[src/rtl/unified_mem_arbiter.sv]
// Single-port memory arbiter between instruction fetch and the MEM stage; MEM wins, bounded IF starvation.
// Optional conflict counter enabled by defining ARB_PERF_CNT_EN.
module unified_mem_arbiter #(
  parameter int ADDR_W     = 6,
  parameter int MAX_STARVE = 4
) (
  input  logic              clk,
  input  logic              rst,
  input  logic              if_req,
  input  logic [ADDR_W-1:0] if_addr,
  output logic [31:0]       if_rdata,
  output logic              if_valid,
  output logic              stall_if,
  input  logic              ex_rd,
  input  logic              ex_wr,
  input  logic [ADDR_W-1:0] ex_addr,
  input  logic [2:0]        ex_funct3,
  input  logic [31:0]       ex_wdata,
  output logic [31:0]       ex_rdata,
  output logic              ex_done,
  output logic              stall_ex,
  output logic              err_rdwr,
  output logic              m_read,
  output logic              m_write,
  output logic [ADDR_W-1:0] m_addr,
  output logic [2:0]        m_funct3,
  output logic [31:0]       m_wdata,
  input  logic [31:0]       m_rdata,
  output logic [15:0]       conflict_cnt
);

  typedef enum logic {PRIO_EX, FORCE_IF} state_t;

  localparam logic [3:0] LP_SAT = 4'(MAX_STARVE - 1);

  state_t      r_state;
  state_t      w_state_nxt;
  logic [3:0]  r_starve_cnt;
  logic [31:0] r_if_rdata;
  logic [31:0] r_ex_rdata;
  logic        r_if_valid;
  logic        r_ex_done;
  logic        r_err_rdwr;
  logic        w_ex_pend;
  logic        w_conflict;
  logic        w_grant_if;
  logic        w_grant_ex;

  assign w_ex_pend  = ex_rd | ex_wr;
  assign w_conflict = if_req & w_ex_pend;

  always_ff @(posedge clk or negedge rst) begin
    if (!rst) r_state <= PRIO_EX;
    else      r_state <= w_state_nxt;
  end

  // A conflict seen in PRIO_EX is always won by EX, so conflict alone qualifies the grant.
  always_comb begin
    w_state_nxt = r_state;
    unique case (r_state)
      PRIO_EX:  if (w_conflict && (r_starve_cnt == LP_SAT)) w_state_nxt = FORCE_IF;
      FORCE_IF: w_state_nxt = PRIO_EX;
      default:  w_state_nxt = PRIO_EX;
    endcase
  end

  // Grants are suppressed while reset is held so the memory sees no access.
  always_comb begin
    w_grant_if = 1'b0;
    w_grant_ex = 1'b0;
    m_read     = 1'b0;
    m_write    = 1'b0;
    m_addr     = '0;
    m_funct3   = '0;
    m_wdata    = '0;
    if (rst) begin
      unique case (r_state)
        FORCE_IF: begin
          w_grant_if = if_req;
          w_grant_ex = w_ex_pend & ~if_req;
        end
        default: begin
          w_grant_ex = w_ex_pend;
          w_grant_if = if_req & ~w_ex_pend;
        end
      endcase
    end
    if (w_grant_ex) begin
      m_read   = ex_rd & ~ex_wr;
      m_write  = ex_wr;
      m_addr   = ex_addr;
      m_funct3 = ex_funct3;
      m_wdata  = ex_wdata;
    end else if (w_grant_if) begin
      m_read   = 1'b1;
      m_addr   = if_addr;
      m_funct3 = 3'b010;
    end
  end

  assign stall_if = if_req & ~w_grant_if & rst;
  assign stall_ex = w_ex_pend & ~w_grant_ex & rst;

  always_ff @(posedge clk or negedge rst) begin
    if (!rst)                                r_starve_cnt <= '0;
    else if (w_grant_if || !if_req)          r_starve_cnt <= '0;
    else if (w_conflict && w_grant_ex && (r_starve_cnt != LP_SAT))
                                             r_starve_cnt <= r_starve_cnt + 4'd1;
  end

  always_ff @(posedge clk or negedge rst) begin
    if (!rst) begin
      r_if_rdata <= '0;
      r_ex_rdata <= '0;
      r_if_valid <= 1'b0;
      r_ex_done  <= 1'b0;
      r_err_rdwr <= 1'b0;
    end else begin
      r_if_valid <= w_grant_if;
      r_ex_done  <= w_grant_ex;
      if (w_grant_if)                      r_if_rdata <= m_rdata;
      if (w_grant_ex && ex_rd && !ex_wr)   r_ex_rdata <= m_rdata;
      if (ex_rd && ex_wr)                  r_err_rdwr <= 1'b1;
    end
  end

  assign if_rdata = r_if_rdata;
  assign ex_rdata = r_ex_rdata;
  assign if_valid = r_if_valid;
  assign ex_done  = r_ex_done;
  assign err_rdwr = r_err_rdwr;

`ifdef ARB_PERF_CNT_EN
  logic [15:0] r_conflict_cnt;

  always_ff @(posedge clk or negedge rst) begin
    if (!rst)                                     r_conflict_cnt <= '0;
    else if (w_conflict && (r_conflict_cnt != '1)) r_conflict_cnt <= r_conflict_cnt + 16'd1;
  end

  assign conflict_cnt = r_conflict_cnt;
`else
  assign conflict_cnt = '0;
`endif

endmodule

[config.mk]
export PLATFORM = sky130hd
export DESIGN_NAME = unified_mem_arbiter
export DESIGN_NICKNAME = d
export VERILOG_FILES = /design/src/rtl/unified_mem_arbiter.sv
export SDC_FILE = /design/constraint.sdc
export NUM_CORES = 1
export LEC_CHECK = 0
export BUFFER_PORTS_ARGS = -buffer_cell sky130_fd_sc_hd__buf_2
export CAP_MARGIN = 0
export CELL_PAD_IN_SITES_DETAIL_PLACEMENT = 1
export CELL_PAD_IN_SITES_GLOBAL_PLACEMENT = 2
export CORE_MARGIN = 2
export CORE_UTILIZATION = 28
export DETAILED_ROUTE_END_ITERATION = 7
export PLACE_DENSITY = 0.89
export SYNTH_ARGS = -nofsm -noshare
export SYNTH_HDL_FRONTEND = slang
export SYNTH_SLANG_ARGS = --single-unit
export TNS_END_PERCENT = 100
[constraint.sdc]
create_clock -name clk -period 3.73 [get_ports clk]
set_input_delay 0.746 -clock clk [delete_from_list [all_inputs] [get_ports clk]]
set_output_delay 0.746 -clock clk [all_outputs]
set_load 0.01 [all_outputs]
# Word level (Yosys, flattened, before mapping)
# Index checks and enable logic that the tools add are counted.
op_classes:
  add_sub_neg: 1
  eq_ne: 2
  mux: 16
  n_bitwise: 15
  reduce_logical: 10
ops:
  columns: ["op", "count"]
  rows:
  - ["32-bit two-way mux", 1]
  - ["6-bit two-way mux", 2]
  - ["1-bit bitwise AND", 8]
  - ["1-bit two-way mux", 8]
  - ["4-bit two-way mux", 2]
  - ["1-bit logical AND", 6]
  - ["1-bit NOT", 6]
  - ["4-bit by 1-bit adder with 4-bit output (second input constant)", 1]
  - ["4-bit by 2-bit equality test with 1-bit output (second input constant)", 1]
  - ["4-bit by 2-bit inequality test with 1-bit output (second input constant)", 1]
  - ["3-bit two-way mux", 1]
  - ["1-bit zero test", 2]
  - ["2-bit two-way mux", 1]
  - ["1-bit one-hot mux with 2 select lines", 1]
  - ["2-bit nonzero test", 1]
  - ["1-bit logical OR", 1]
  - ["1-bit OR", 1]
totals:
  register_bits: 72
  elab_cells: 51

# Longest topological paths before layout
logic_depth:
  ltp_word: 8
  depth_mapped: 5

# Worst setup path before layout
# No wires, ideal clock.
synth_timing:
  kind: "input port to output port"
  from: "input port if_req"
  to: "output port m_funct3[0]"
  arrival_ps: 1696
  required_time_ps: 2984
  path_slack_ps: 1288
  cell_stages: 5
  path_buffers: 2
  path_cell_list: "buf_2 -> a21boi_4 -> o21a_2 -> clkbuf_1 -> and2_1"
synth_between:
  elab_chain_cells: 5
synth_lines:
  columns: ["element", "line", "source"]
  rows:
  - ["start, declared", "9", "input logic if_req,"]
  - ["1-bit NOT", "80", "w_grant_ex = w_ex_pend & ~if_req;"]
  - ["1-bit bitwise AND", "80", null]
  - ["1-bit two-way mux", "77", "unique case (r_state)"]
  - ["1-bit two-way mux", "76", "if (rst) begin"]
  - ["3-bit two-way mux", "88", "if (w_grant_ex) begin"]
  - ["end, declared", "26", "output logic [2:0] m_funct3,"]
# Every way passes these cells.

# Worst setup path in the final report
layout_timing:
  from: "input port rst"
  to: "output port m_wdata[17]"
layout_between:
  elab_chain_cells: 2
layout_lines:
  columns: ["element", "line", "source"]
  rows:
  - ["start, declared", "8", "input logic rst,"]
  - ["1-bit two-way mux", "76", null]
  - ["32-bit two-way mux", "88", null]
  - ["end, declared", "27", "output logic [31:0] m_wdata,"]
# Every way passes these cells.

==> PnR_summary.wiki <==
{| class="wikitable"
! Metric !! Value
|-
| Clk slew on worst S/H paths || 0.05 ns
|-
| Number of warnings issued by yosys || 0
|-
| Worst R2R Path Depth || 4
|-
| HPWL Detailed || 7750 µm
|-
| CP Capture Type || output port
|-
| Final hold slack || 0.277 ns
|-
| Leakage power summed over all cells || 2.57 nW
|-
| Vias in the first global route || 2900
|-
| Final setup TNS || 0 ns
|-
| Insertion delay to the later sink of the worst-skew pair || 0.33 ns
|-
| Buffers on Ports || 195
|-
| Number of gates resized after cts || 0
|-
| Minimum clock period || 2.93 ns
|-
| Die area || 0.0130 mm²
|-
| Max-cap violation count || 0
|-
| Number of remaining DRC errors || 0
|-
| Sequential cell area fraction in the yosys report || 53.1%
|-
| Part of the cycle the worst path needs || 78.6%
|-
| Buffers inserted during post-CTS setup optimization || 0
|-
| Adder and majority gate portion of the synthesized area || 0.369%
|-
| Status || complete, no violations
|-
| Post-synth cell types || 33
|-
| Timing-limited maximum frequency || 0.341 GHz
|-
| Final nets || 522
|-
| Remaining number of nets flagged by the antenna check after routing || 0
|-
| Source of the worst register-to-register timing path || r_state
|-
| Detailed Routing Iterations Pass 1 || 3
|-
| TritonCTS clock tree || built
|-
| Register-to-register setup slack || 2.00 ns
|-
| Routed wirelength normalized by instance count || 17.1 µm
|-
| First-pass GRT wire length || 15600 µm
|-
| Mean number of vias per cell || 4.45
|-
| Worst endpoint required time || 2.98 ns
|-
| Flip-flop and latch count after synthesis || 72
|-
| Largest clock skew in the final design || 0.00803 ns
|-
| Mean instance size in the synthesized netlist || 14.1 µm²
|-
| Hold Path Class || primary input to async pin
|-
| Top Family by Delay on Critical Path || compound AO/OA/AOI/OAI gates
|-
| Fraction of final layout cells with drive strength greater than 1 || 64.3%
|-
| Row Count || 40
|-
| Clock Sink Count || 72
|-
| Simple-gate share of the synthesized area || 9.26%
|-
| Number of vias in the routed layout || 2622
|-
| Setup-violating endpoint count in the final report || 0
|-
| Antenna violations before repair || 0
|-
| Number of failing hold endpoints at the final stage || 0
|-
| Count of mapped cells out of synthesis || 241
|-
| Area overhead of the layout relative to synthesis || 39.7%
|-
| Diodes inserted || 0
|-
| Critical path peak fanout || 42
|-
| Largest family of logic cells by synthesized area || multiplexers
|-
| Maximum number of pins on one net before global-route repair || 64
|-
| Num ports || 212
|-
| Critical Path Start Type || primary input
|-
| Overall Power || 2.52 mW
|-
| Clock buffer depth || 2
|-
| Count of buffer and inverter cells on the critical path || 2
|-
| Die W || 114 µm
|-
| Proportion of netlist area held by the largest area contributor || 53.1%
|-
| GRT Resource Usage Total || 15.6%
|-
| Compound-cell area share of the yosys netlist || 5.31%
|-
| Max rail drop VDD || 180 µV
|-
| Slowest-stage cell, CP || o21a_2
|-
| Number of buffers inserted during clock tree synthesis || 9
|-
| Hold buffer count at CTS || 0
|-
| End of the worst register-to-register path || if_rdata[23]
|-
| Largest area contributor in the synthesized netlist || dfrtp_1
|-
| Delay of the slowest critical-path stage || 0.55 ns
|-
| Actual transition at the worst max-transition pin || 0.801 ns
|-
| Core ar. || 0.0119 mm²
|-
| DRT Wirelength || 10100 µm
|-
| Total global routing overflow || 0
|-
| Slew Limit Headroom || 46.6%
|-
| Most area-consuming cells after synthesis || dfrtp_1, mux2_4, mux2_2
|-
| Total power density per cell area || 533 mW/mm²
|-
| Count of pins over their slew limit || 0
|-
| Fillers || 1359
|-
| Post-synthesis cell area || 0.00339 mm²
|-
| Master cell of the clock root buffer || clkbuf_16
|-
| Starting utilization of the core area || 28.5%
|-
| Unrepaired setup endpoints after global routing || false
|-
| Die Span Y || 114 µm
|-
| Routability Congestion || 0.747
|-
| Detailed router's first-iteration violation count || 70
|-
| Arrival time at the worst endpoint || 2.19 ns
|-
| Crit-path cells || buf_4 -> a21boi_4 -> o21a_2 -> and2_1 -> buf_2
|-
| Mux share of post-synthesis cell area || 25.0%
|-
| Clock H-tree levels || 3
|-
| XOR/XNOR Fraction of Synth Area || 0%
|-
| Classification of the worst setup path || primary input to output port
|}
-- cell families (layout without fill, tap and decap cells) --
logic type / Yosys count / count (layout)
muxes: 66 / 66
other: 1 / 16
buffers and inverters: 32 / 218
adders and majority gates: 1 / 1
DFF: 72 / 72
AOI/OAI and AO/OA: 21 / 21
and+or+nand+nor: 48 / 48
-- area by class of cell --
type                       count  area [µm²]  share of cell area (%)
tap                          147         184                    3.88
clock buffer                  10         229                    4.83
multi-input combinational    152        1420                    29.9
sequential                    72        1800                    38.0
inverter                       4        15.0                   0.317
clock inverter                 6        91.3                    1.93
timing repair buffer         198        1000                    21.1
-- worst reg2reg max path, delay by kind of cell (launching register included) --
| kind | cells | cell delay [ns] |
|---|---|---|
| AND/OR/NAND/NOR | 1 | 0.11 |
| AO/OA/AOI/OAI | 1 | 0.24 |
| buffers and inverters | 1 | 0.42 |
| flip-flops | 1 | 0.44 |
| multiplexers | 1 | 0.42 |
-- stage by stage --
step	setup WS, ns	std cells	utilization, %	instance area, µm²
2_1_floorplan	1.29	256	-	3450
3_3_place_gp	0.835	573	37.1	4420
3_5_place_dp	0.739	573	37.1	4420
4_1_cts	0.739	589	39.8	4740
5_1_grt	0.606	589	39.8	4740
6_report	0.798	589	39.8	4740
-- power by group --
group	leakage (nW)	switching, mW	internal (mW)
combinational	1.55	0.284	0.312
clock	0.157	0.331	0.589
sequential	0.866	0.0779	0.931
-- state kept, by name (all words and copies together) (netlist names) --
name,flops
r_state,1
if_rdata,32
r_starve_cnt,4
err_rdwr,1
if_valid,1
ex_rdata,32
ex_done,1
-- Yosys cell counts --
cell type,number
conb_1,1
mux2_2,35
o211ai_1,2
or3b_2,1
nand2_1,3
nor3_1,1
ha_1,1
a22o_1,6
nor2_1,2
o31ai_1,1
o21a_2,1
o21ba_2,1
clkbuf_2,1
clkinv_1,1
o21ai_0,3
inv_1,3
buf_4,16
o2111ai_1,1
or4_1,2
nand3_4,1
buf_6,6
buf_2,3
and2_1,35
nand3_1,2
a21o_1,2
a21oi_1,2
dfrtp_1,72
nand3b_4,1
mux2_4,29
mux2i_1,2
clkbuf_1,2
o21bai_4,1
a21boi_4,1
-- worst max path at each step --
stage / start / end / slack (ns) / depth (start not counted)
after floorplan: if_req / m_funct3[0] / 1.29 / 5
after global placement: rst / m_wdata[17] / 0.84 / 5
after detailed placement: rst / m_wdata[17] / 0.74 / 5
after CTS: rst / m_wdata[17] / 0.74 / 5
after global routing: rst / m_addr[4] / 0.61 / 5
final: rst / m_wdata[17] / 0.80 / 5
-- cells in the final DEF, fill, tap and decap left out --
master	n
clkbuf_1	1
nor2_1	2
o211ai_1	2
o21bai_4	1
nor3_1	1
mux2_2	35
and2_1	35
o31ai_1	1
clkinv_4	2
o2111ai_1	1
o21a_2	1
o21ai_0	3
a22o_1	6
clkinv_2	1
bufinv_16	2
a21boi_4	1
buf_2	194
dfrtp_1	72
nand3_4	1
inv_1	3
or3b_2	1
nand2_1	3
conb_1	16
nand3_1	2
nand3b_4	1
buf_4	4
mux2_4	29
inv_6	1
a21oi_1	2
a21o_1	2
or4_1	2
o21ba_2	1
clkbuf_16	9
clkinv_1	1
mux2i_1	2
ha_1	1
-- per-layer routing --
layer  GRT usage (%)  share of wire, %  wire length [µm]  vias up
li1                -                 -                 -     1188
met1            16.9                37              3710     1268
met2            29.1                53              5300      148
met3            3.86               7.5               756       18
met4            6.02               2.8               281        0
met5               0                 0                 0        -
(Power assumes the default switching activity.)
